File: src/rtl/csr_regfile.sv
// Machine-mode CSR file: mcountinhibit, mscratch, mepc, 64-bit mcycle/minstret and their user-mode read-only shadows.
// Latency: reads and illegal flag are combinational (0 cycles); writes commit on the rising edge and are visible the next cycle.
// Backpressure: none; the write port is fire-and-forget, one write per cycle, always accepted or silently discarded.
//
// Ports:
//   clk_i, reset_i           clock, asynchronous active-high reset
//   csr_addr_i/csr_access_i  read address and "CSR instruction present" qualifier
//   csr_data_o               current value at csr_addr_i (0 for unimplemented)
//   csr_we_i/csr_waddr_i/csr_wdata_i  writeback commit port
//   retire_i                 one instruction retires this cycle
//   csr_illegal_o            illegal read (unimplemented) or illegal write (read-only/unimplemented)
module csr_regfile #(
  parameter int WIDTH = 32
) (
  input  logic             clk_i,
  input  logic             reset_i,
  input  logic [11:0]      csr_addr_i,
  input  logic             csr_access_i,
  output logic [WIDTH-1:0] csr_data_o,
  input  logic             csr_we_i,
  input  logic [11:0]      csr_waddr_i,
  input  logic [WIDTH-1:0] csr_wdata_i,
  input  logic             retire_i,
  output logic             csr_illegal_o
);

  localparam logic [2*WIDTH-1:0] CNT_ONE = {{(2*WIDTH-1){1'b0}}, 1'b1};

  logic                 r_cy_inh;
  logic                 r_ir_inh;
  logic [WIDTH-1:0]     r_mscratch;
  logic [WIDTH-3:0]     r_mepc;      // bits [1:0] are hardwired to zero
  logic [2*WIDTH-1:0]   r_mcycle;
  logic [2*WIDTH-1:0]   r_minstret;

  logic [WIDTH-1:0]     w_rdata;
  logic                 w_wr_inh;
  logic                 w_wr_scratch;
  logic                 w_wr_epc;
  logic                 w_wr_cyc_lo;
  logic                 w_wr_cyc_hi;
  logic                 w_wr_ins_lo;
  logic                 w_wr_ins_hi;

  function automatic logic f_implemented(input logic [11:0] a);
    case (a)
      12'h320, 12'h340, 12'h341,
      12'hB00, 12'hB80, 12'hB02, 12'hB82,
      12'hC00, 12'hC80, 12'hC02, 12'hC82: f_implemented = 1'b1;
      default:                             f_implemented = 1'b0;
    endcase
  endfunction

  // Write strobes only decode writable addresses, so writes to the 0xCxx
  // shadows or unimplemented addresses fall through and are discarded.
  assign w_wr_inh     = csr_we_i && (csr_waddr_i == 12'h320);
  assign w_wr_scratch = csr_we_i && (csr_waddr_i == 12'h340);
  assign w_wr_epc     = csr_we_i && (csr_waddr_i == 12'h341);
  assign w_wr_cyc_lo  = csr_we_i && (csr_waddr_i == 12'hB00);
  assign w_wr_cyc_hi  = csr_we_i && (csr_waddr_i == 12'hB80);
  assign w_wr_ins_lo  = csr_we_i && (csr_waddr_i == 12'hB02);
  assign w_wr_ins_hi  = csr_we_i && (csr_waddr_i == 12'hB82);

  always_comb begin
    w_rdata = '0;
    case (csr_addr_i)
      12'h320:          w_rdata = {{(WIDTH-3){1'b0}}, r_ir_inh, 1'b0, r_cy_inh};
      12'h340:          w_rdata = r_mscratch;
      12'h341:          w_rdata = {r_mepc, 2'b00};
      12'hB00, 12'hC00: w_rdata = r_mcycle[WIDTH-1:0];
      12'hB80, 12'hC80: w_rdata = r_mcycle[2*WIDTH-1:WIDTH];
      12'hB02, 12'hC02: w_rdata = r_minstret[WIDTH-1:0];
      12'hB82, 12'hC82: w_rdata = r_minstret[2*WIDTH-1:WIDTH];
      default:          w_rdata = '0;
    endcase
  end

  assign csr_data_o = w_rdata;

  assign csr_illegal_o = (csr_access_i && !f_implemented(csr_addr_i)) ||
                         (csr_we_i && ((csr_waddr_i[11:10] == 2'b11) ||
                                       !f_implemented(csr_waddr_i)));

  always_ff @(posedge clk_i or posedge reset_i) begin
    if (reset_i) begin
      r_cy_inh   <= 1'b0;
      r_ir_inh   <= 1'b0;
      r_mscratch <= '0;
      r_mepc     <= '0;
      r_mcycle   <= '0;
      r_minstret <= '0;
    end else begin
      // Inhibit bits are sampled before this edge's write lands, so a
      // counter still ticks in the cycle that sets its inhibit bit.
      if (w_wr_inh) begin
        r_cy_inh <= csr_wdata_i[0];
        r_ir_inh <= csr_wdata_i[2];
      end
      if (w_wr_scratch) r_mscratch <= csr_wdata_i;
      if (w_wr_epc)     r_mepc     <= csr_wdata_i[WIDTH-1:2];

      // A write to either half suppresses that counter's increment.
      if (w_wr_cyc_lo)      r_mcycle[WIDTH-1:0]       <= csr_wdata_i;
      else if (w_wr_cyc_hi) r_mcycle[2*WIDTH-1:WIDTH] <= csr_wdata_i;
      else if (!r_cy_inh)   r_mcycle                  <= r_mcycle + CNT_ONE;

      if (w_wr_ins_lo)                r_minstret[WIDTH-1:0]       <= csr_wdata_i;
      else if (w_wr_ins_hi)           r_minstret[2*WIDTH-1:WIDTH] <= csr_wdata_i;
      else if (retire_i && !r_ir_inh) r_minstret                  <= r_minstret + CNT_ONE;
    end
  end

endmodule

File: config.mk
export PLATFORM = sky130hd
export DESIGN_NAME = csr_regfile
export DESIGN_NICKNAME = d
export VERILOG_FILES = /design/src/rtl/csr_regfile.sv
export SDC_FILE = /design/constraint.sdc
export NUM_CORES = 1
export LEC_CHECK = 0
export BUFFER_PORTS_ARGS = -buffer_cell sky130_fd_sc_hd__buf_2
export CAP_MARGIN = 10
export CORE_MARGIN = 4
export CORE_UTILIZATION = 50
export CTS_BUF_LIST = sky130_fd_sc_hd__clkbuf_2
export DETAILED_ROUTE_END_ITERATION = 8
export PLACE_DENSITY = 0.75
export SLEW_MARGIN = 10
export SYNTH_ARGS = -nofsm -noshare
export SYNTH_HDL_FRONTEND = slang
export SYNTH_SLANG_ARGS = --single-unit
File: constraint.sdc
create_clock -name clk_i -period 6.1 [get_ports clk_i]
set_input_delay 0.305 -clock clk_i [delete_from_list [all_inputs] [get_ports clk_i]]
set_output_delay 0.305 -clock clk_i [all_outputs]
set_load 0.01 [all_outputs]
==> reports/summary.txt <==
post-detailed-route count of antenna-violating nets: 0
CTS tree: done
Yosys cell types: 56
Post-Synth Adder-Cell Area: 0.00226
Main synth FF type: dfrtp_1
Least-Margin Pin Slew: 1.04 ns
total of max-cap violations: 0
critical path data required time: 5.79 ns
fin nets: 1360
Seq/Total Area, Yosys: 0.434
P&R area growth vs syn: 11.9%
commonest non-fill, non-tap cell in the layout: dfrtp_1
Clk Tree Root Cell: clkbuf_2
htree depth: 4
area of the multi-input gates: 0.00598 sq mm
Power Density: 170 mW/mm^2
dpl cells: 1524
largest family of logic cells by synthesized area: simple AND/OR/NAND/NOR gates
Max Clk Rate: 0.344 GHz
drt pass-1 iters: 6
# rows: 54
Die X: 157 microns
vias in the first global route: 9572
VDD IR max: 0.112 mV
DP HPWL: 23.9 mm
period utilization: 0.477
Setup crit end kind: output port
worst setup margin: 3.19 ns
Max Transition Viols Final: 0
WP buf/inv: 3
share of cells above drive strength 1: 0.195
Vias: 9897
clock buffer depth: 2
Total GRT Usage: 0.275
crit path launch type: input port
fin cells: 1590
Post-synth EDFFs: 0
CP peak stage delay: 0.67 ns
DR vias/cell: 6.22
xor and xnor area share after synthesis: 0.0863
Setup TNS Final: 0 ns
RSZ-0062 raised after global routing: false
Compound-Gate Fraction of Synth Area: 0.115
Core Box Area: 0.0218 sq mm
routability cong.: 0.936
outcome: finished, final reports clean
largest net degree at the start of global routing: 139
Mapped Cells: 1196
Initial Utilization: 0.507
CP max FO: 39
CP cell instances: buf_2, nor3_1, nand3_1, nor2_2, buf_4, a222oi_1, nand2_1, buf_2
Storage cell area: 0.00480 sq mm
clk slew on worst S/H paths: 0.25 ns
drt wl/cell: 21.2 microns
Synth Net Count: 1259
Ys Warns: 0
CTS sink count: 192
die area: 0.0246 sq mm
worst hold path class: input port to flip-flop
GR Overflow Total: 0
Cell Area, Placed: 0.0118 sq mm
most frequent cells in the layout: dfrtp_1, nand2_1, nor2_1, buf_2, mux2_2
multiplexer area fraction after synthesis: 0.0963
pre-CTS setup slack: 2.95 ns
worst skew pair latency: 0.81 ns
Crit Path Category: input port to output port
post-layout minimum cycle time: 2.91 ns
Crit-path slowest cell: buf_2
antenna violations before repair: 1
Simple-Gate Fraction of Synth Area: 0.238
most frequent CP cell: buf_2
post-route cell area: 0.0124 sq mm
clock skew: 0.0308 ns
Setup-failing EPs final: 0
Cell Area, Synth: 0.0111 sq mm
IO Port Bufs: 93
WL final: 33.6 mm
Post-synth ARST share: 1.00
delay-heaviest family, CP: buffers and inverters
Worst Path Arrival: 2.61 ns
DR DRC count: 0
Die Ht: 157 microns
syn avg cell area: 9.25 sq um
post-synthesis register bit count: 192
Hold Fails Final Rpt: 0
IO Count: 94
Tot Pwr: 2.10 mW
Slew headroom: 0.304
CTS buffer count: 17
DR iter-0 viols: 1259
Fill cells: 1915
P_leak: 5.47 nW
first-pass GRT wire length: 52.7 mm
[power by group]
group	internal, mW	switching, mW	total, mW	leakage (nW)
sequential	1.29	0.0147	1.30	2.62
clock	0.220	0.436	0.656	0.134
combinational	0.0497	0.0932	0.143	2.72
[stage by stage]
stage,utilization,hold WS [ns]
after floorplan,-,0.421
after global placement,0.541,0.485
after detailed placement,0.541,0.492
after CTS,0.567,0.00637
after global routing,0.567,0.0167
final,0.567,0.0217
[state kept, by name (all words and copies together) (netlist names)]
register,cells
r_mcycle,64
r_minstret,64
r_mscratch,32
r_mepc,30
r_cy_inh,1
r_ir_inh,1
[cell type report]
class / instances / share of cell area
clock buffer: 18 / 0.00727
tap: 280 / 0.0283
inverter: 17 / 0.00576
multi-input combinational: 925 / 0.483
clock inverter: 13 / 0.0118
sequential: 192 / 0.388
antenna: 1 / 0.000202
timing repair buffer: 144 / 0.0754
[timing repair]
action,in CTS,in global routing
hold buffers,34,0
endpoints found under the setup margin,0,0
endpoints found under the hold margin,329,0
buffers inserted,0,0
gates resized for setup,0,0
[kinds of logic (layout without fill, tap and decap cells)]
| group | after synthesis | count (layout) |
|---|---|---|
| other cells | 0 | 1 |
| mux | 94 | 94 |
| fa+ha+maj | 2 | 2 |
| flops | 192 | 192 |
| compound gates | 205 | 205 |
| simple gates | 515 | 515 |
| xor+xnor | 109 | 109 |
| buf+inv | 79 | 192 |
[worst paths after layout]
check / from / endpoint / slack (ns) / cells past startpoint
worst max-delay path: csr_addr_i[7] / csr_data_o[27] / 3.19 / 8
worst min-delay path: csr_waddr_i[5] / r_ir_inh$_DFFE_PP0P_ / 0.02 / 5
worst max register to register: r_mcycle[2]$_DFFE_PP0P_ / r_mcycle[60]$_DFFE_PP0P_ / 3.32 / 7
worst min register to register: r_minstret[63]$_DFFE_PP0P_ / r_minstret[63]$_DFFE_PP0P_ / 0.54 / 1
max in group asynchronous: reset_i / r_mepc[7]$_DFFE_PP0P_ / 4.57 / 4
min in group asynchronous: reset_i / r_mcycle[47]$_DFFE_PP0P_ / 0.20 / 3
[worst register-to-register path, cell delays in order (launching register included)]
cell     delay, ns
dfrtp_1       0.56
nand4_1       0.26
nor3_2        0.45
and3_1        0.51
nand3_2       0.33
nor3_1        0.31
xnor2_1       0.16
o21ai_1       0.09
[synthesized netlist by cell type, types with 2 or more instances]
library cell  instances  area [sq um]
nor2b_1               5          31.3
nand4_1              39           244
nor3_2                3          30.0
nand3b_1              2          15.0
nor4_2                3          37.5
and3_1               24           150
ha_1                  2          25.0
o21ai_1               9          45.0
a222oi_1             12           120
and3b_1               2          17.5
nor4_1                6          37.5
and4_1               15           131
nor3b_1               4          30.0
buf_2                 5          25.0
nand2_1             167           627
buf_1                 7          26.3
a211o_1               2          17.5
mux2i_1               3          30.0
nand3_1              72           360
xor2_1               53           464
or2_2                 2          12.5
nor3_1               30           150
nor2_1              103           387
mux2_2               90          1010
and2_1               12          75.1
o21ai_0              60           300
clkbuf_1             49           184
inv_1                17          63.8
or4_1                 2          15.0
nor4_4                3          63.8
a21oi_1              57           285
nand2b_1              3          18.8
nand3_2               2          20.0
xnor2_1              56           490
a22oi_1              49           368
o211ai_1              9          67.6
dfrtp_1             192          4800
or3_1                 5          31.3
a21o_1                3          22.5
[metal layers]
layer | vias up | wire length (microns) | share of wire | track usage
met1 | 4889 | 14300 | 0.43 | 0.389
met5 | - | 0 | 0 | 0
met4 | 0 | 1030 | 0.031 | 0.0942
li1 | 4469 | - | - | -
met2 | 463 | 15500 | 0.46 | 0.427
met3 | 76 | 2760 | 0.082 | 0.0537
Power figures use the tool's default switching activity.
